$ cat src/rtl/bsg_manycore_remote_req_arb_if.sv
// Bundles the core-side requester bus and the encoder-side request bus
// of bsg_manycore_remote_req_arb. The arbiter uses the slave modport;
// the requester/encoder environment uses the master modport.
// With BSG_MANYCORE_REQ_ARB_STATS_EN defined, statistics outputs are added.
`timescale 1ns/1ps
interface bsg_manycore_remote_req_arb_if #(
  parameter int num_req_p         = 3,
  parameter int data_width_p      = 32,
  parameter int max_out_credits_p = 16
);
  localparam int credit_width_lp = $clog2(max_out_credits_p + 1);
  localparam int req_id_width_lp = (num_req_p > 1) ? $clog2(num_req_p) : 1;
  localparam int mask_width_lp   = data_width_p >> 3;

  // Requester side
  logic [num_req_p-1:0]               v_i;
  logic [num_req_p*32-1:0]            addr_i;
  logic [num_req_p*data_width_p-1:0]  data_i;
  logic [num_req_p*mask_width_lp-1:0] mask_i;
  logic [num_req_p*2-1:0]             op_i;
  logic [num_req_p-1:0]               yumi_o;

  // Encoder / network side
  logic                       enc_v_o;
  logic [31:0]                enc_addr_o;
  logic [data_width_p-1:0]    enc_data_o;
  logic [mask_width_lp-1:0]   enc_mask_o;
  logic                       enc_we_o;
  logic                       enc_swap_aq_o;
  logic                       enc_swap_rl_o;
  logic [req_id_width_lp-1:0] enc_req_id_o;
  logic                       enc_ready_i;
  logic                       credit_return_i;
  logic [credit_width_lp-1:0] out_credits_o;
  logic                       locked_o;

`ifdef BSG_MANYCORE_REQ_ARB_STATS_EN
  logic [num_req_p*32-1:0]    grant_count_o;
  logic [31:0]                credit_stall_count_o;
`endif

  modport slave (
    input  v_i, addr_i, data_i, mask_i, op_i, enc_ready_i, credit_return_i,
    output yumi_o, enc_v_o, enc_addr_o, enc_data_o, enc_mask_o, enc_we_o,
           enc_swap_aq_o, enc_swap_rl_o, enc_req_id_o, out_credits_o, locked_o
`ifdef BSG_MANYCORE_REQ_ARB_STATS_EN
  , output grant_count_o, credit_stall_count_o
`endif
  );

  modport master (
    output v_i, addr_i, data_i, mask_i, op_i, enc_ready_i, credit_return_i,
    input  yumi_o, enc_v_o, enc_addr_o, enc_data_o, enc_mask_o, enc_we_o,
           enc_swap_aq_o, enc_swap_rl_o, enc_req_id_o, out_credits_o, locked_o
`ifdef BSG_MANYCORE_REQ_ARB_STATS_EN
  , input grant_count_o, credit_stall_count_o
`endif
  );
endinterface

$ cat src/rtl/bsg_manycore_remote_req_arb.sv
// Round-robin arbiter sharing one registered remote-request slot among
// num_req_p requesters. Grants are gated by an outstanding-request credit
// counter, and a swap_aq..swap_rl sequence locks arbitration to its owner.
// Optional statistics counters: define BSG_MANYCORE_REQ_ARB_STATS_EN.
`timescale 1ns/1ps
module bsg_manycore_remote_req_arb #(
  parameter int num_req_p         = 3,
  parameter int data_width_p      = 32,
  parameter int max_out_credits_p = 16
) (
  input logic                          clk_i,
  input logic                          reset_n_i,
  bsg_manycore_remote_req_arb_if.slave bus_if
);
  localparam int credit_width_lp = $clog2(max_out_credits_p + 1);
  localparam int req_id_width_lp = (num_req_p > 1) ? $clog2(num_req_p) : 1;
  localparam int mask_width_lp   = data_width_p >> 3;
  localparam logic [credit_width_lp-1:0] max_credits_lp = credit_width_lp'(max_out_credits_p);

  typedef enum logic [1:0] {
    e_op_load    = 2'd0,
    e_op_store   = 2'd1,
    e_op_swap_aq = 2'd2,
    e_op_swap_rl = 2'd3
  } op_e;

  typedef enum logic {e_idle = 1'b0, e_locked = 1'b1} lock_state_e;

  lock_state_e                state_q, state_d;
  logic [req_id_width_lp-1:0] owner_q, owner_d;
  logic [req_id_width_lp-1:0] rr_ptr_q, rr_ptr_d;
  logic [credit_width_lp-1:0] credits_q, credits_d;

  logic                       enc_v_q;
  logic [31:0]                enc_addr_q;
  logic [data_width_p-1:0]    enc_data_q;
  logic [mask_width_lp-1:0]   enc_mask_q;
  logic                       enc_we_q, enc_aq_q, enc_rl_q;
  logic [req_id_width_lp-1:0] enc_id_q;

  logic [num_req_p-1:0]       eligible;
  logic [num_req_p-1:0]       yumi;
  logic [req_id_width_lp-1:0] grant_id;
  logic                       found, slot_free, credit_avail, grant_v;
  op_e                        grant_op;

  assign slot_free    = ~enc_v_q | bus_if.enc_ready_i;
  assign credit_avail = (credits_q != '0) | bus_if.credit_return_i;
  assign grant_v      = slot_free & credit_avail & found & reset_n_i;
  assign grant_op     = op_e'(bus_if.op_i[int'(grant_id)*2 +: 2]);

  // Eligibility: everyone when idle, only the lock owner when locked.
  always_comb begin
    // NOTE: every always_comb output gets a default first so no latch is inferred.
    eligible = bus_if.v_i;
    if (state_q == e_locked) eligible = bus_if.v_i & (num_req_p'(1) << owner_q);
  end

  // Round-robin search: first eligible requester at or above rr_ptr_q, with wrap.
  always_comb begin
    int                         idx;
    logic [req_id_width_lp-1:0] idx_w;
    found    = 1'b0;
    grant_id = '0;
    for (int i = 0; i < num_req_p; i++) begin
      idx = int'(rr_ptr_q) + i;
      if (idx >= num_req_p) idx = idx - num_req_p;
      idx_w = req_id_width_lp'(idx);
      if (!found && eligible[idx_w]) begin
        found    = 1'b1;
        grant_id = idx_w;
      end
    end
  end

  // One-hot accept and next round-robin pointer.
  always_comb begin
    yumi     = '0;
    rr_ptr_d = rr_ptr_q;
    if (grant_v) begin
      yumi[grant_id] = 1'b1;
      rr_ptr_d = (int'(grant_id) == num_req_p - 1) ? '0 : grant_id + 1'b1;
    end
  end

  // Credit accounting: grant consumes, return restores, both cancel out.
  always_comb begin
    credits_d = credits_q;
    case ({grant_v, bus_if.credit_return_i})
      2'b10:   credits_d = credits_q - 1'b1;
      2'b01:   if (credits_q != max_credits_lp) credits_d = credits_q + 1'b1;
      default: credits_d = credits_q;
    endcase
  end

  // Lock FSM next state: swap_aq locks to its requester, owner's swap_rl unlocks.
  always_comb begin
    state_d = state_q;
    owner_d = owner_q;
    if (grant_v) begin
      case (state_q)
        e_idle: if (grant_op == e_op_swap_aq) begin
          state_d = e_locked;
          owner_d = grant_id;
        end
        e_locked: if (grant_op == e_op_swap_rl) state_d = e_idle;
        default: state_d = e_idle;
      endcase
    end
  end

  // Control state registers.
  always_ff @(posedge clk_i or negedge reset_n_i) begin
    // NOTE: sequential state uses non-blocking assignments so all registers update together.
    if (!reset_n_i) begin
      state_q   <= e_idle;
      owner_q   <= '0;
      rr_ptr_q  <= '0;
      credits_q <= max_credits_lp;
    end else begin
      state_q   <= state_d;
      owner_q   <= owner_d;
      rr_ptr_q  <= rr_ptr_d;
      credits_q <= credits_d;
    end
  end

  // Output request slot: load on grant, clear on dequeue, otherwise hold.
  always_ff @(posedge clk_i or negedge reset_n_i) begin
    if (!reset_n_i) begin
      enc_v_q    <= 1'b0;
      enc_addr_q <= '0;
      enc_data_q <= '0;
      enc_mask_q <= '0;
      enc_we_q   <= 1'b0;
      enc_aq_q   <= 1'b0;
      enc_rl_q   <= 1'b0;
      enc_id_q   <= '0;
    end else if (grant_v) begin
      enc_v_q    <= 1'b1;
      enc_addr_q <= bus_if.addr_i[int'(grant_id)*32 +: 32];
      enc_data_q <= bus_if.data_i[int'(grant_id)*data_width_p +: data_width_p];
      enc_mask_q <= bus_if.mask_i[int'(grant_id)*mask_width_lp +: mask_width_lp];
      enc_we_q   <= (grant_op == e_op_store);
      enc_aq_q   <= (grant_op == e_op_swap_aq);
      enc_rl_q   <= (grant_op == e_op_swap_rl);
      enc_id_q   <= grant_id;
    end else if (slot_free) begin
      enc_v_q    <= 1'b0;
    end
  end

`ifndef SYNTHESIS
  // A credit returned while already at the maximum indicates an upstream bug.
  always_ff @(posedge clk_i) begin
    if (reset_n_i && bus_if.credit_return_i && !grant_v && credits_q == max_credits_lp)
      $error("credit return with credits already at maximum");
  end
`endif

`ifdef BSG_MANYCORE_REQ_ARB_STATS_EN
  logic [num_req_p*32-1:0] grant_count_q;
  logic [31:0]             stall_count_q;

  // Per-requester grant counts and credit-starved cycle count.
  always_ff @(posedge clk_i or negedge reset_n_i) begin
    if (!reset_n_i) begin
      grant_count_q <= '0;
      stall_count_q <= '0;
    end else begin
      if (grant_v)
        grant_count_q[int'(grant_id)*32 +: 32] <= grant_count_q[int'(grant_id)*32 +: 32] + 32'd1;
      if (found && slot_free && credits_q == '0 && !bus_if.credit_return_i)
        stall_count_q <= stall_count_q + 32'd1;
    end
  end

  assign bus_if.grant_count_o        = grant_count_q;
  assign bus_if.credit_stall_count_o = stall_count_q;
`else
  // Statistics counters are not built in this configuration.
`endif

  assign bus_if.yumi_o        = yumi;
  assign bus_if.enc_v_o       = enc_v_q;
  assign bus_if.enc_addr_o    = enc_addr_q;
  assign bus_if.enc_data_o    = enc_data_q;
  assign bus_if.enc_mask_o    = enc_mask_q;
  assign bus_if.enc_we_o      = enc_we_q;
  assign bus_if.enc_swap_aq_o = enc_aq_q;
  assign bus_if.enc_swap_rl_o = enc_rl_q;
  assign bus_if.enc_req_id_o  = enc_id_q;
  assign bus_if.out_credits_o = credits_q;
  assign bus_if.locked_o      = (state_q == e_locked);
endmodule

$ cat src/flat_wrapper.sv
// flat-port wrapper written by rule: the top's interface ports become plain ports
module bsg_manycore_remote_req_arb_flat 
#(
  parameter int num_req_p         = 3,
  parameter int data_width_p      = 32,
  parameter int max_out_credits_p = 16
)
  (clk_i, reset_n_i, bus_if_v_i, bus_if_addr_i, bus_if_data_i, bus_if_mask_i, bus_if_op_i, bus_if_enc_ready_i, bus_if_credit_return_i, bus_if_yumi_o, bus_if_enc_v_o, bus_if_enc_addr_o, bus_if_enc_data_o, bus_if_enc_mask_o, bus_if_enc_we_o, bus_if_enc_swap_aq_o, bus_if_enc_swap_rl_o, bus_if_enc_req_id_o, bus_if_out_credits_o, bus_if_locked_o);
  bsg_manycore_remote_req_arb_if #(.num_req_p(num_req_p), .data_width_p(data_width_p), .max_out_credits_p(max_out_credits_p)) bus_if_i ();
  input logic clk_i;
  input logic reset_n_i;
  input wire logic [$bits(bus_if_i.v_i)-1:0] bus_if_v_i;
  input wire logic [$bits(bus_if_i.addr_i)-1:0] bus_if_addr_i;
  input wire logic [$bits(bus_if_i.data_i)-1:0] bus_if_data_i;
  input wire logic [$bits(bus_if_i.mask_i)-1:0] bus_if_mask_i;
  input wire logic [$bits(bus_if_i.op_i)-1:0] bus_if_op_i;
  input wire logic [$bits(bus_if_i.enc_ready_i)-1:0] bus_if_enc_ready_i;
  input wire logic [$bits(bus_if_i.credit_return_i)-1:0] bus_if_credit_return_i;
  output wire logic [$bits(bus_if_i.yumi_o)-1:0] bus_if_yumi_o;
  output wire logic [$bits(bus_if_i.enc_v_o)-1:0] bus_if_enc_v_o;
  output wire logic [$bits(bus_if_i.enc_addr_o)-1:0] bus_if_enc_addr_o;
  output wire logic [$bits(bus_if_i.enc_data_o)-1:0] bus_if_enc_data_o;
  output wire logic [$bits(bus_if_i.enc_mask_o)-1:0] bus_if_enc_mask_o;
  output wire logic [$bits(bus_if_i.enc_we_o)-1:0] bus_if_enc_we_o;
  output wire logic [$bits(bus_if_i.enc_swap_aq_o)-1:0] bus_if_enc_swap_aq_o;
  output wire logic [$bits(bus_if_i.enc_swap_rl_o)-1:0] bus_if_enc_swap_rl_o;
  output wire logic [$bits(bus_if_i.enc_req_id_o)-1:0] bus_if_enc_req_id_o;
  output wire logic [$bits(bus_if_i.out_credits_o)-1:0] bus_if_out_credits_o;
  output wire logic [$bits(bus_if_i.locked_o)-1:0] bus_if_locked_o;
  assign bus_if_i.v_i = bus_if_v_i;
  assign bus_if_i.addr_i = bus_if_addr_i;
  assign bus_if_i.data_i = bus_if_data_i;
  assign bus_if_i.mask_i = bus_if_mask_i;
  assign bus_if_i.op_i = bus_if_op_i;
  assign bus_if_i.enc_ready_i = bus_if_enc_ready_i;
  assign bus_if_i.credit_return_i = bus_if_credit_return_i;
  assign bus_if_yumi_o = bus_if_i.yumi_o;
  assign bus_if_enc_v_o = bus_if_i.enc_v_o;
  assign bus_if_enc_addr_o = bus_if_i.enc_addr_o;
  assign bus_if_enc_data_o = bus_if_i.enc_data_o;
  assign bus_if_enc_mask_o = bus_if_i.enc_mask_o;
  assign bus_if_enc_we_o = bus_if_i.enc_we_o;
  assign bus_if_enc_swap_aq_o = bus_if_i.enc_swap_aq_o;
  assign bus_if_enc_swap_rl_o = bus_if_i.enc_swap_rl_o;
  assign bus_if_enc_req_id_o = bus_if_i.enc_req_id_o;
  assign bus_if_out_credits_o = bus_if_i.out_credits_o;
  assign bus_if_locked_o = bus_if_i.locked_o;
  bsg_manycore_remote_req_arb #(.num_req_p(num_req_p), .data_width_p(data_width_p), .max_out_credits_p(max_out_credits_p)) u_core (.clk_i(clk_i), .reset_n_i(reset_n_i), .bus_if(bus_if_i));
endmodule
$ cat config.mk
export PLATFORM = sky130hd
export DESIGN_NAME = bsg_manycore_remote_req_arb_flat
export DESIGN_NICKNAME = d
export VERILOG_FILES = /design/src/rtl/bsg_manycore_remote_req_arb_if.sv /design/src/rtl/bsg_manycore_remote_req_arb.sv /design/src/flat_wrapper.sv
export SDC_FILE = /design/constraint.sdc
export NUM_CORES = 1
export LEC_CHECK = 0
export ABC_CLOCK_PERIOD_IN_PS = 9300
export BUFFER_PORTS_ARGS = -buffer_cell sky130_fd_sc_hd__clkbuf_2
export CORE_AREA = 2 2 116 118
export DETAILED_ROUTE_END_ITERATION = 16
export DIE_AREA = 0 0 118 120
export PLACE_DENSITY_LB_ADDON = 0.15
export SYNTH_ARGS = -nofsm -noshare
export SYNTH_HDL_FRONTEND = slang
export SYNTH_SLANG_ARGS = --single-unit
$ cat constraint.sdc
create_clock -name clk_i -period 9.3 [get_ports clk_i]
set_input_delay 0.465 -clock clk_i [delete_from_list [all_inputs] [get_ports clk_i]]
set_output_delay 0.465 -clock clk_i [all_outputs]
set_load 0.005 [all_outputs]
==> out/qor_table.md, run 1 <==
| Stage | Result | This run |
| --- | --- | --- |
| run status | Status | completed |
| power | Leakage component of the power | 3.41 nW |
| global route | Total GRT Usage | 19.8% |
| power | Share of total power consumed by net switching | 39.7% |
| sta | Final max-slew violation count | 0 |
| clock network | CTS HTree Levels | 3 |
| power | Maximum ir drop on the vdd rail | 0.163 mV |
| clock network | Post-cts repair resize count | 0 |
| global route | Vias in the first global route | 4,535 |
| clock network | Clock edge transition at the registers on the reported setup and hold paths | 0.06 ns |
| critical path | Crit-path cells | or4_1 > nor3_1 > or3_1 > a211o_4 > buf_4 > nor2_1 > clkbuf_2 |
| final layout | Area growth from synthesis to layout | 40.4% |
| sta | Setup TNS | 0 ns |
| power | Overall power of the completed layout | 2.17 mW |
| floorplanning | Area inside the core boundary | 0.0130 mm2 |
| synth | Number of register bits inferred by synthesis | 84 |
| sta | Final worst clock skew | 0.00638 ns |
| global route | Global route overflow | 0 |
| placement | HPWL reported at the end of detailed placement | 10,600 um |
| clock network | Buffer cell driving the clock tree root | clkbuf_16 |
| synth | Synth top area share | 44.9% |
| detailed routing | Routed wire length per instance | 15.5 um |
| clock network | CTS hold repair buffers | 0 |
| clock network | Number of buffers added by the clock tree synthesis step | 9 |
| critical path | Number of buffers and inverters on the critical path | 2 |
| global route | Met1 Resource Use GR | 23.5% |
| floorplanning | Die width | 118 um |
| power | Internal cell power | 1.31 mW |
| sta | Unrepaired setup endpoints after global routing | false |
| flow run | Max Cap Violations | 0 |
| synth | Cell with the most instances after synthesis | dfrtp_1 |
| power | Power share of the clock group | 16.6% |
| floorplanning | Chip Height | 120 um |
| detailed routing | Routed via count | 4,557 |
| global route | First-pass GRT wire length | 22,300 um |
| sta | Period minus WS final | 3.85 ns |
| clock network | Clock tree from TritonCTS | done |
| global route | Met3 layer usage reported by global route | 5.09% |
| global route | Layer with the highest usage | met2 |
| floorplanning | Initial core utilization | 35.6% |
| final layout | Net count, final | 941 |
| clock network | # Post-CTS Setup Buffers | 0 |
| sta | Worst-case headroom to the max-slew limit | 37.4% |
| clock network | Clk sink count | 84 |
| floorplanning | Number of placement rows | 42 |
| power | Part of the power in registers | 30.8% |
| synth | Main area contributors after synthesis | dfrtp_1 45%, a221o_1 8.7%, a22oi_1 6.5% |
| sta | Setup violators final | 0 |
| synth | Synthesized area divided by synthesized cell count | 10.4 um2 |
| synth | Async SR Flop Fraction | 100% |
| critical path | Crit-path leading delay family | simple AND/OR/NAND/NOR gates |
| power | Pwr Density | 334 mW/mm2 |
| critical path | Data required, critical path | 8.84 ns |
| detailed routing | Starting DRT DRC Count | 203 |
| final layout | Antenna diode count | 0 |
| sta | Max frequency | 0.260 GHz |
| clock network | Clock Latency Late Sink | 0.34 ns |
| power | Switching power total | 860 uW |
| detailed routing | Final wirelength | 13,900 um |
| synth | Most used standard cells in the synthesized netlist | 83 x dfrtp_1, 74 x nor2_1, 40 x a221o_1, 40 x a22oi_1, 35 x a21o_1 |
| synth | Distinct cell type count after synthesis | 53 |
| placement | Routability-driven placement congestion ratio | 0.892 |
| global route | Number of antenna violations at the first check in global routing | 0 |
| critical path | Critical Path Max Stage Delay | 0.70 ns |
| final layout | Fraction of final layout cells sized beyond drive strength 1 | 45.1% |
| detailed routing | Number of iterations in the first detailed-routing pass | 4 |
| critical path | Critical Path Source Type | register |
| synth | Dominant register cell in the synthesized netlist | dfrtp_1 |
| sta | Ratio of final minimum period to clock period | 41.4% |
| synth | EDFF count, synth | 0 |
| critical path | Cell with the largest stage delay on the worst path | buf_4 |
| synth | Gate count after technology mapping | 445 |
| global route | Maximum number of pins on one net before global-route repair | 82 |
| min path | Tightest Hold Check Type | in2async |
| global route | Met2 track demand over resource | 34.2% |
| detailed routing | Number of remaining DRC errors | 0 |
| floorplanning | Area of the die | 0.0142 mm2 |
| sta | Count of endpoints failing hold in the final timing report | 0 |
| synth | Number of synthesis warnings | 0 |
| power | Comb power frac | 52.6% |
| placement | Number of input and output port buffers inserted | 299 |
| synth | Post-Syn Area | 0.00462 mm2 |
| synth | Cell taking the most area after synthesis | dfrtp_1 |
| clock network | Longest Clk Path Bufs | 2 |
| critical path | Endpoint arrival time on the critical path | 3.38 ns |
| synth | Synthesized netlist net count | 668 |
| critical path | Type of the worst setup path | reg2out |
| critical path | CP endpoint kind | output pin |
| detailed routing | Count of nets left with antenna violations after detail routing | 0 |
| sta | Worst slew pin tran | 0.939 ns |
| synth | Sequential cell area fraction in the yosys report | 45.5% |
| critical path | CP Max Fanout | 81 |
| detailed routing | Via count normalized by instance count | 5.07 |
| floorplanning | I/O Pins | 300 |
[cell families after synthesis]
logic type / after synthesis / share of synthesized area [%]
buffers and inverters: 46 / 4.82
adder cells (fa/ha/maj): 6 / 1.79
multiplexers: 35 / 7.71
AO/OA/AOI/OAI: 166 / 29.3
flip-flops: 84 / 45.5
AND/OR/NAND/NOR: 105 / 10.3
XOR/XNOR: 3 / 0.568
[cells in the final DEF, fill, tap and decap left out, types with 2 or more instances in the layout]
cell / instances
mux2i_1: 30
o31ai_1: 2
a21o_1: 35
nor2b_1: 2
mux2_1: 2
mux2_2: 3
o21ai_0: 6
nor3_1: 2
a211oi_1: 28
clkbuf_1: 4
inv_1: 5
clkbuf_2: 298
ha_1: 5
buf_4: 5
xor2_1: 2
a22oi_1: 40
nand2b_1: 2
nand4_1: 2
nand2_1: 10
nor2_1: 74
clkbuf_8: 2
a221o_1: 40
dfrtp_1: 83
and2_1: 2
clkbuf_16: 9
[registers in the layout, indices dropped and copies added, names as in the netlist, named ones only]
| signal | flops |
|---|---|
| u_core.bus_if.enc_addr_o | 32 |
| u_core.bus_if.enc_mask_o | 4 |
| u_core.bus_if.enc_req_id_o | 2 |
| u_core.bus_if.out_credits_o | 5 |
| u_core.bus_if.enc_swap_aq_o | 1 |
| u_core.owner_q | 2 |
| u_core.bus_if.enc_v_o | 1 |
| u_core.rr_ptr_q | 2 |
| u_core.bus_if.enc_data_o | 32 |
| u_core.bus_if.enc_swap_rl_o | 1 |
| u_core.bus_if.enc_we_o | 1 |
[stage by stage]
step	std cells	hold slack [ns]	worst slack, ns	utilization, %	instance area, um2
6_report	899	0.0706	5.45	50.0	6490
5_1_grt	899	0.114	5.14	50.0	6490
4_1_cts	899	0.0795	5.36	50.0	6490
3_5_place_dp	883	0.451	5.69	47.7	6190
3_3_place_gp	883	0.445	5.79	47.7	6190
2_1_floorplan	445	0.169	6.12	-	4620
[path summary, 6_finish.rpt]
path                                                            startpoint                                    endpoint  slack (ns)  cells past startpoint
max in group asynchronous                                        reset_n_i    u_core.bus_if.enc_addr_o[13]$_DFFE_PN0P_        8.24                      2
min in group clk_i                                       bus_if_addr_i[15]    u_core.bus_if.enc_addr_o[15]$_DFFE_PN0P_        0.35                      2
worst max-delay path            u_core.bus_if.out_credits_o[0]$_DFFE_PN0P_                            bus_if_yumi_o[1]        5.45                      7
worst min register to register    u_core.bus_if.enc_data_o[27]$_DFFE_PN0P_    u_core.bus_if.enc_data_o[27]$_DFFE_PN0P_        0.47                      1
worst min-delay path                                             reset_n_i    u_core.bus_if.enc_data_o[16]$_DFFE_PN0P_        0.07                      1
worst max register to register  u_core.bus_if.out_credits_o[0]$_DFFE_PN0P_  u_core.bus_if.out_credits_o[4]$_DFFE_PN1P_        5.67                     11
[power groups by stage]
stage	Sequential, mW	Combinational, mW	Clock (mW)
after floorplan	0.670	0.777	0
after global placement	0.671	1.13	0
after detailed placement	0.668	1.16	0
after CTS	0.668	1.16	0.370
after global routing	0.693	1.27	0.385
final	0.668	1.14	0.359
[cell type report]
type / instances / area (um2)
Timing Repair Buffer: 303 / 1530
Tap cell: 176 / 220
Sequential cell: 84 / 2100
Clock buffer: 15 / 268
Fill cell: 1213 / 6490
Multi-Input combinational cell: 315 / 2320
Inverter: 5 / 18.8
Clock inverter: 1 / 30.0
[per-layer routing]
metal	up-vias	share of wire, %
li1	2243	-
met1	2121	41
met2	171	50
met3	22	6.3
met4	0	2.4
met5	-	0
No activity file was read; power rests on OpenSTA's default activity.
==> run 2, diff against run 1 <==
Settings changed: ABC_CLOCK_PERIOD_IN_PS 9300 to 4000, CORE_AREA 2 2 116 118 to 2 2 117 119, DIE_AREA 0 0 118 120 to 0 0 119 121.
Clock period 9.3 ns to 4 ns, I/O delays scaled along.
==> out/qor_table.md, run 2 (synthesis results as in run 1) <==
| Stage | Result | This run | Change |
| --- | --- | --- | --- |
| critical path | Critical Path Max Stage Delay | 0.68 ns | -0.02 ns |
| sta | Worst slew pin tran | 0.944 ns | +0.00535 ns |
| floorplanning | I/O Pins | 300 | unchanged |
| placement | Worst slack, placed | 1.10 ns | -4.59 ns |
| sta | Period minus WS final | 3.08 ns |  |
| sta | Setup slack of the critical path after layout | 0.916 ns | -4.54 ns |
| critical path | CP Max Fanout | 94 | +16% |
| power | Overall power of the completed layout | 5.01 mW | +130% |
| detailed routing | Final wirelength | 14,700 um | +5.5% |
| final layout | Most frequent cells in the layout | 298 x clkbuf_2, 83 x dfrtp_1, 74 x nor2_1 |  |
| critical path | Internal reg-to-reg setup slack | 1.05 ns | -4.62 ns |
| clock network | Clock Latency Late Sink | 0.33 ns | about the same |
| sta | Worst hold-check slack | 0.0990 ns | +0.0284 ns |
| global route | Total GRT Usage | 20.2% | +0.38 points |
| critical path | Crit-path cells | inv_1 > ha_1 > a2111oi_0 > or3_1 > a211o_4 > buf_4 > nor2_1 > clkbuf_2 |  |
| floorplanning | Area inside the core boundary | 0.0131 mm2 | +0.81% |
| final layout | Net count, final | 946 | +0.53% |
| critical path | Type of the worst setup path | reg2out |  |
| sta | Final worst clock skew | 0.0109 ns | +0.00449 ns |
| final layout | Antenna diode count | 0 | unchanged |
| placement | HPWL reported at the end of detailed placement | 11,200 um | +5.9% |
| floorplanning | Area of the die | 0.0144 mm2 | +1.7% |
| global route | Global route overflow | 0 | unchanged |
| min path | Tightest Hold Check Type | in2reg |  |
| placement | Placed insts | 887 | +0.45% |
| run status | Status | completed |  |
| detailed routing | Number of remaining DRC errors | 0 | unchanged |
| critical path | Cell depth of the worst setup path | 8 | +1 |
| clock network | Clock tree from TritonCTS | done |  |
| detailed routing | Count of nets left with antenna violations after detail routing | 0 | unchanged |
| critical path | Setup crit start | u_core.rr_ptr_q[0]$_DFFE_PN0P_ |  |
| critical path | Critical path destination | bus_if_yumi_o[1] |  |
| sta | Ratio of final minimum period to clock period | 77.1% |  |
| placement | Routability-driven placement congestion ratio | 0.819 | -8.1% |
| placement | Number of input and output port buffers inserted | 299 | unchanged |
| final layout | Area of all placed cells without fillers | 0.00650 mm2 | about the same |
| power | Leakage component of the power | 3.41 nW | +0.19% |
| critical path | Data required, critical path | 3.80 ns | -5.04 ns |
| floorplanning | Initial core utilization | 35.3% | -0.29 points |
| sta | Setup TNS | 0 ns | unchanged |
| clock network | Buffer cell driving the clock tree root | clkbuf_16 |  |
| global route | First-pass GRT wire length | 23,400 um | +4.8% |
| detailed routing | Number of iterations in the first detailed-routing pass | 5 | +1 |
| sta | Max frequency | 0.324 GHz |  |
| critical path | R2r worst-path depth | 11 | unchanged |
| final layout | Area growth from synthesis to layout | 40.5% | about the same |
| sta | Worst-case headroom to the max-slew limit | 37.1% | -0.36 points |
| critical path | Cell with the largest stage delay on the worst path | buf_4 |  |
| global route | Maximum number of pins on one net before global-route repair | 95 | +16% |
| placement | Standard cell area after detailed placement | 0.00622 mm2 | +0.48% |
| clock network | Number of buffers added by the clock tree synthesis step | 9 | unchanged |
| critical path | Crit Reg-Reg Endpoint | u_core.bus_if.out_credits_o[4]$_DFFE_PN1P_ |  |
| critical path | Crit Reg-Reg Startpoint | u_core.owner_q[0]$_DFFE_PN0P_ |  |
| final layout | Fraction of final layout cells sized beyond drive strength 1 | 45.5% | +0.38 points |
| clock network | Clk sink count | 84 | unchanged |
| sta | Final max-slew violation count | 0 | unchanged |
| critical path | Number of buffers and inverters on the critical path | 3 | +1 |
| global route | Vias in the first global route | 4,746 | +4.7% |
| detailed routing | Routed via count | 4,696 | +3.1% |
| global route | Number of antenna violations at the first check in global routing | 0 | unchanged |
| floorplanning | Chip Height | 121 um | +0.83% |
| detailed routing | Starting DRT DRC Count | 267 | +32% |
| clock network | CTS HTree Levels | 3 | unchanged |
| critical path | Endpoint arrival time on the critical path | 2.88 ns | -0.50 ns |
| sta | Setup violators final | 0 | unchanged |
| floorplanning | Die width | 119 um | +0.85% |
| clock network | Clock edge transition at the registers on the reported setup and hold paths | 0.06 ns | about the same |
| power | Pwr Density | 771 mW/mm2 | +130% |
| final layout | Most common cell after layout, fill and taps aside | clkbuf_2 |  |
| clock network | # Post-CTS Setup Buffers | 0 | unchanged |
| clock network | Longest Clk Path Bufs | 2 | unchanged |
| critical path | Crit-path leading delay family | buffers and inverters |  |
| detailed routing | Routed wire length per instance | 16.3 um | +4.9% |
| critical path | CP endpoint kind | output pin |  |
| floorplanning | Number of placement rows | 42 | unchanged |
| detailed routing | Via count normalized by instance count | 5.19 | +2.5% |
| power | Maximum ir drop on the vdd rail | 0.330 mV | +100% |
| sta | Count of endpoints failing hold in the final timing report | 0 | unchanged |
| flow run | Max Cap Violations | 0 | unchanged |
| sta | Unrepaired setup endpoints after global routing | false |  |
| critical path | Critical Path Source Type | register |  |
| final layout | Final Core Density | 49.6% | -0.36 points |
| final layout | Final Instance Count excl. Fillers | 904 | +0.56% |
[run 2: cell count changes in the layout (fill, tap and decap cells not counted)]
cell | before | now
clkinvlp_4 | 0 | 1
clkinv_2 | 0 | 2
clkinv_4 | 0 | 1
dlygate4sd3_1 | 0 | 1
buf_4 | 5 | 9
bufinv_16 | 1 | 0
clkbuf_1 | 4 | 3
clkbuf_8 | 2 | 0
[run 2: area by class of cell]
cell class | count | area, um2
multi-input combinational | 315 | 2320
inverter | 5 | 18.8
tap | 176 | 220
timing repair buffer | 308 | 1570
fill | 1270 | 6590
clock inverter | 4 | 26.3
clock buffer | 12 | 236
sequential | 84 | 2100
[run 2: power by group]
part / internal (mW) / total, mW / switching (mW)
Sequential: 1.28 / 1.55 / 0.268
Clock: 0.421 / 0.757 / 0.336
Combinational: 1.25 / 2.70 / 1.45
Total: 2.96 / 5.01 / 2.05
[run 2: worst min path at each step]
stage,cells after the start,start,to,slack (ns)
final,2,bus_if_addr_i[28],u_core.bus_if.enc_addr_o[28]$_DFFE_PN0P_,0.1
after global placement,2,reset_n_i,u_core.bus_if.out_credits_o[0]$_DFFE_PN0P_,0.32
after detailed placement,2,reset_n_i,u_core.bus_if.out_credits_o[1]$_DFFE_PN0P_,0.32
after CTS,2,bus_if_addr_i[28],u_core.bus_if.enc_addr_o[28]$_DFFE_PN0P_,0.08
after floorplan,0,reset_n_i,async pin,-0.1
after global routing,2,bus_if_addr_i[28],u_core.bus_if.enc_addr_o[28]$_DFFE_PN0P_,0.09
[run 2: layer usage]
metal	global-route usage (%)	vias to the layer above	wire [um]
met5	0	-	0
met4	6.55	0	218
met3	3.43	14	842
met2	36.4	176	7600
met1	24.6	2254	6030
li1	-	2252	-
[run 2: what timing repair did]
item / CTS / global route
hold endpoints to repair: 39 / 0
resized for setup: 0 / 0
hold buffers: 1 / 0
==> run 3, diff against run 2 <==
Settings changed: ABC_AREA from default to 1, ABC_CLOCK_PERIOD_IN_PS 4000 to 2500, CORE_AREA 2 2 117 119 to default, CORE_ASPECT_RATIO from default to 0.7, CORE_UTILIZATION from default to 39, DIE_AREA 0 0 119 121 to default.
Clock period 4 ns to 2.5 ns, I/O delays scaled along.
==> out/qor_table.md, run 3 <==
| Stage | Result | This run | Change |
| --- | --- | --- | --- |
| synth | Gate count after technology mapping | 532 | +20% |
| critical path | CP Max Fanout | 10 | -89% |
| floorplanning | Initial core utilization | 39.9% | +4.6 points |
| final layout | Antenna diode count | 0 | unchanged |
| synth | Most used standard cells in the synthesized netlist | 182 x nand2_1, 83 x dfrtp_1, 71 x nand3_1, 40 x a22oi_1, 28 x a22oi_2 |  |
| detailed routing | Via count normalized by instance count | 5.05 | -2.7% |
| sta | Worst-case headroom to the max-slew limit | 52.2% | +15 points |
| sta | Setup TNS | -0.00889 ns | -0.00889 ns |
| flow run | Max Cap Violations | 0 | unchanged |
| final layout | Final Core Density | 62.8% | +13 points |
| run status | Failing checks | negative setup slack |  |
| detailed routing | Count of nets left with antenna violations after detail routing | 0 | unchanged |
| floorplanning | Area inside the core boundary | 0.0117 mm2 | -11% |
| critical path | CP endpoint kind | register |  |
| floorplanning | Area of the die | 0.0124 mm2 | -14% |
| placement | Standard cell area after detailed placement | 0.00645 mm2 | +3.6% |
| sta | Worst slew pin tran | 0.717 ns | -0.227 ns |
| global route | Global route overflow | 0 | unchanged |
| power | Overall power of the completed layout | 10.3 mW | +100% |
| detailed routing | Number of remaining DRC errors | 0 | unchanged |
| floorplanning | Chip Height | 93.5 um | -23% |
| sta | Final max-slew violation count | 0 | unchanged |
| min path | Tightest Hold Check Type | in2reg |  |
| sta | Count of endpoints failing hold in the final timing report | 0 | unchanged |
| clock network | Clock edge transition at the registers on the reported setup and hold paths | 0.07 ns | about the same |
| global route | First-pass GRT wire length | 24,700 um | +5.6% |
| clock network | Clock tree from TritonCTS | done |  |
| synth | Synth top area share | 44.5% | -0.42 points |
| clock network | Longest Clk Path Bufs | 2 | unchanged |
| synth | Distinct cell type count after synthesis | 33 | -38% |
| placement | Routability-driven placement congestion ratio | 0.867 | +5.9% |
| power | Pwr Density | 1400 mW/mm2 | +81% |
| detailed routing | Final wirelength | 16,400 um | +12% |
| critical path | Endpoint arrival time on the critical path | 2.71 ns | -0.17 ns |
| clock network | Buffer cell driving the clock tree root | clkbuf_16 |  |
| final layout | Fraction of final layout cells sized beyond drive strength 1 | 52.2% | +6.7 points |
| final layout | Net count, final | 1,094 | +16% |
| floorplanning | Number of placement rows | 33 | -21% |
| clock network | Clock Latency Late Sink | 0.33 ns | about the same |
| sta | Setup slack of the critical path after layout | -0.00889 ns | -0.924 ns |
| synth | EDFF count, synth | 0 | unchanged |
| detailed routing | Routed wire length per instance | 15.9 um | -2.2% |
| synth | Synthesized netlist net count | 755 | +13% |
| synth | Number of register bits inferred by synthesis | 84 | unchanged |
| placement | Number of input and output port buffers inserted | 299 | unchanged |
| power | Maximum ir drop on the vdd rail | 0.668 mV | +100% |
| final layout | Fill count | 1,014 | -20% |
| synth | Dominant register cell in the synthesized netlist | dfrtp_1 |  |
| global route | Total GRT Usage | 25.7% | +5.5 points |
| power | Leakage component of the power | 3.95 nW | +16% |
| critical path | Critical Path Source Type | register |  |
| synth | Post-Syn Area | 0.00467 mm2 | +0.95% |
| floorplanning | I/O Pins | 300 | unchanged |
| synth | Synthesized area divided by synthesized cell count | 8.77 um2 | -16% |
| floorplanning | Die width | 133 um | +12% |
| synth | Main area contributors after synthesis | dfrtp_1 45%, nand2_1 15%, nand3_1 7.6% |  |
| synth | Sequential cell area fraction in the yosys report | 45.1% | -0.43 points |
| final layout | Area of all placed cells without fillers | 0.00734 mm2 | +13% |
| synth | Number of synthesis warnings | 0 | unchanged |
| sta | Unrepaired setup endpoints after global routing | true |  |
| synth | Cell with the most instances after synthesis | nand2_1 |  |
| detailed routing | Routed via count | 5,221 | +11% |
| critical path | Data required, critical path | 2.71 ns | -1.09 ns |
| sta | Setup violators final | 1 | +1 |
| clock network | Clk sink count | 84 | unchanged |
| clock network | Number of buffers added by the clock tree synthesis step | 9 | unchanged |
| run status | Status | finished with violations |  |
| global route | Number of antenna violations at the first check in global routing | 0 | unchanged |
| final layout | Most frequent cells in the layout | 298 x clkbuf_2, 179 x nand2_1, 82 x dfrtp_1 |  |
| sta | Period minus WS final | 2.51 ns |  |
| detailed routing | Starting DRT DRC Count | 230 | -14% |
| sta | Worst hold-check slack | 0.00846 ns | -0.0905 ns |
| detailed routing | Number of iterations in the first detailed-routing pass | 5 | unchanged |
| sta | Max frequency | 0.399 GHz |  |
| sta | Final worst clock skew | 0.00605 ns | -0.00482 ns |
| global route | Maximum number of pins on one net before global-route repair | 57 | -40% |
| global route | Vias in the first global route | 4,936 | +4.0% |
| synth | Async SR Flop Fraction | 100% | unchanged |
| sta | Ratio of final minimum period to clock period | 100% |  |
| synth | Cell taking the most area after synthesis | dfrtp_1 |  |
| clock network | CTS HTree Levels | 3 | unchanged |
| critical path | Type of the worst setup path | reg2reg |  |
| placement | HPWL reported at the end of detailed placement | 11,400 um | +1.4% |
| final layout | Area growth from synthesis to layout | 57.3% |  |
| final layout | Most common cell after layout, fill and taps aside | clkbuf_2 |  |
run 3: cell types whose count changed after synthesis, moves of 30 or more:
cell and delta:
nand2_1 +172, a221o_1 -40, nand3_1 +70, mux2i_1 -30, nor2_1 -66, a21o_1 -35
run 3: cell families after synthesis:
family / Yosys count / share of synthesized area, %
buf+inv: 56 / 6.11
simple gates: 300 / 30.6
compound gates: 82 / 15.7
fa+ha+maj: 6 / 1.77
xor+xnor: 4 / 0.751
flops: 84 / 45.1
run 3: metrics by stage:
stage               setup slack (ns)  std cells
floorplan                    0.00374        532
global placement              0.0215        980
detailed placement           -0.0907        980
CTS                          0.00990       1017
global route                  -0.191       1033
finish                      -0.00889       1033
run 3: worst paths after layout:
kind                                                         startpoint                                       end  slack (ns)  depth (start not counted)
worst max-delay path                     u_core.rr_ptr_q[0]$_DFFE_PN0P_  u_core.bus_if.enc_addr_o[13]$_DFFE_PN0P_      -0.009                         16
worst min-delay path                                  bus_if_addr_i[28]  u_core.bus_if.enc_addr_o[28]$_DFFE_PN0P_       0.008                          3
worst max register to register           u_core.rr_ptr_q[0]$_DFFE_PN0P_  u_core.bus_if.enc_addr_o[13]$_DFFE_PN0P_      -0.009                         16
worst min register to register  u_core.bus_if.enc_swap_aq_o$_DFFE_PN0P_   u_core.bus_if.enc_swap_aq_o$_DFFE_PN0P_        0.49                          2
max in group asynchronous                                     reset_n_i                                 async pin        0.97                          4
min in group asynchronous                                     reset_n_i  u_core.bus_if.enc_data_o[12]$_DFFE_PN0P_        0.43                          3
run 3: layout make-up:
type	count	area, um2	share of cell area, %
sequential	84	2100	28.7
timing repair buffer	357	2170	29.6
inverter	27	109	1.48
clock inverter	5	83.8	1.14
clock buffer	11	253	3.44
multi-input combinational	392	2420	33.0
tap	157	196	2.68
run 3: worst max-delay path, stage by stage, from the launching register on:
cell and delay, ns:
dfrtp_1 0.41, inv_2 0.07, ha_4 0.26, inv_1 0.09
buf_4 0.14, nand3_2 0.10, nand2_2 0.14, nand3_2 0.12
nand2_2 0.12, nand2_4 0.09, inv_2 0.09, nor3_4 0.05
buf_6 0.14, buf_12 0.12, clkbuf_16 0.17, a22oi_1 0.17
nand3_1 0.11
run 3: timing repair:
action                                  4_1_cts  5_1_grt
buffers inserted                              6       11
pin swaps                                     9        5
hold endpoints to repair                     39        3
gates resized for setup                       8       27
hold buffers                                 12        3
endpoints found under the setup margin        5       77
gates cloned                                  3        2
run 3: layer usage:
layer / vias up / global-route usage (%) / part of all wire (%)
met3: 41 / 4.99 / 6.5
met5: - / 0 / 0
met4: 0 / 9.39 / 2.5
met1: 2423 / 31.5 / 41
met2: 262 / 45.4 / 50
li1: 2495 / - / -
run 3: where the power goes:
group / leakage [nW] / switching [mW] / internal, mW
combinational: 2.76 / 3.41 / 2.88
clock: 0.158 / 0.553 / 0.932
sequential: 1.04 / 0.398 / 2.08
total: 3.95 / 4.37 / 5.90
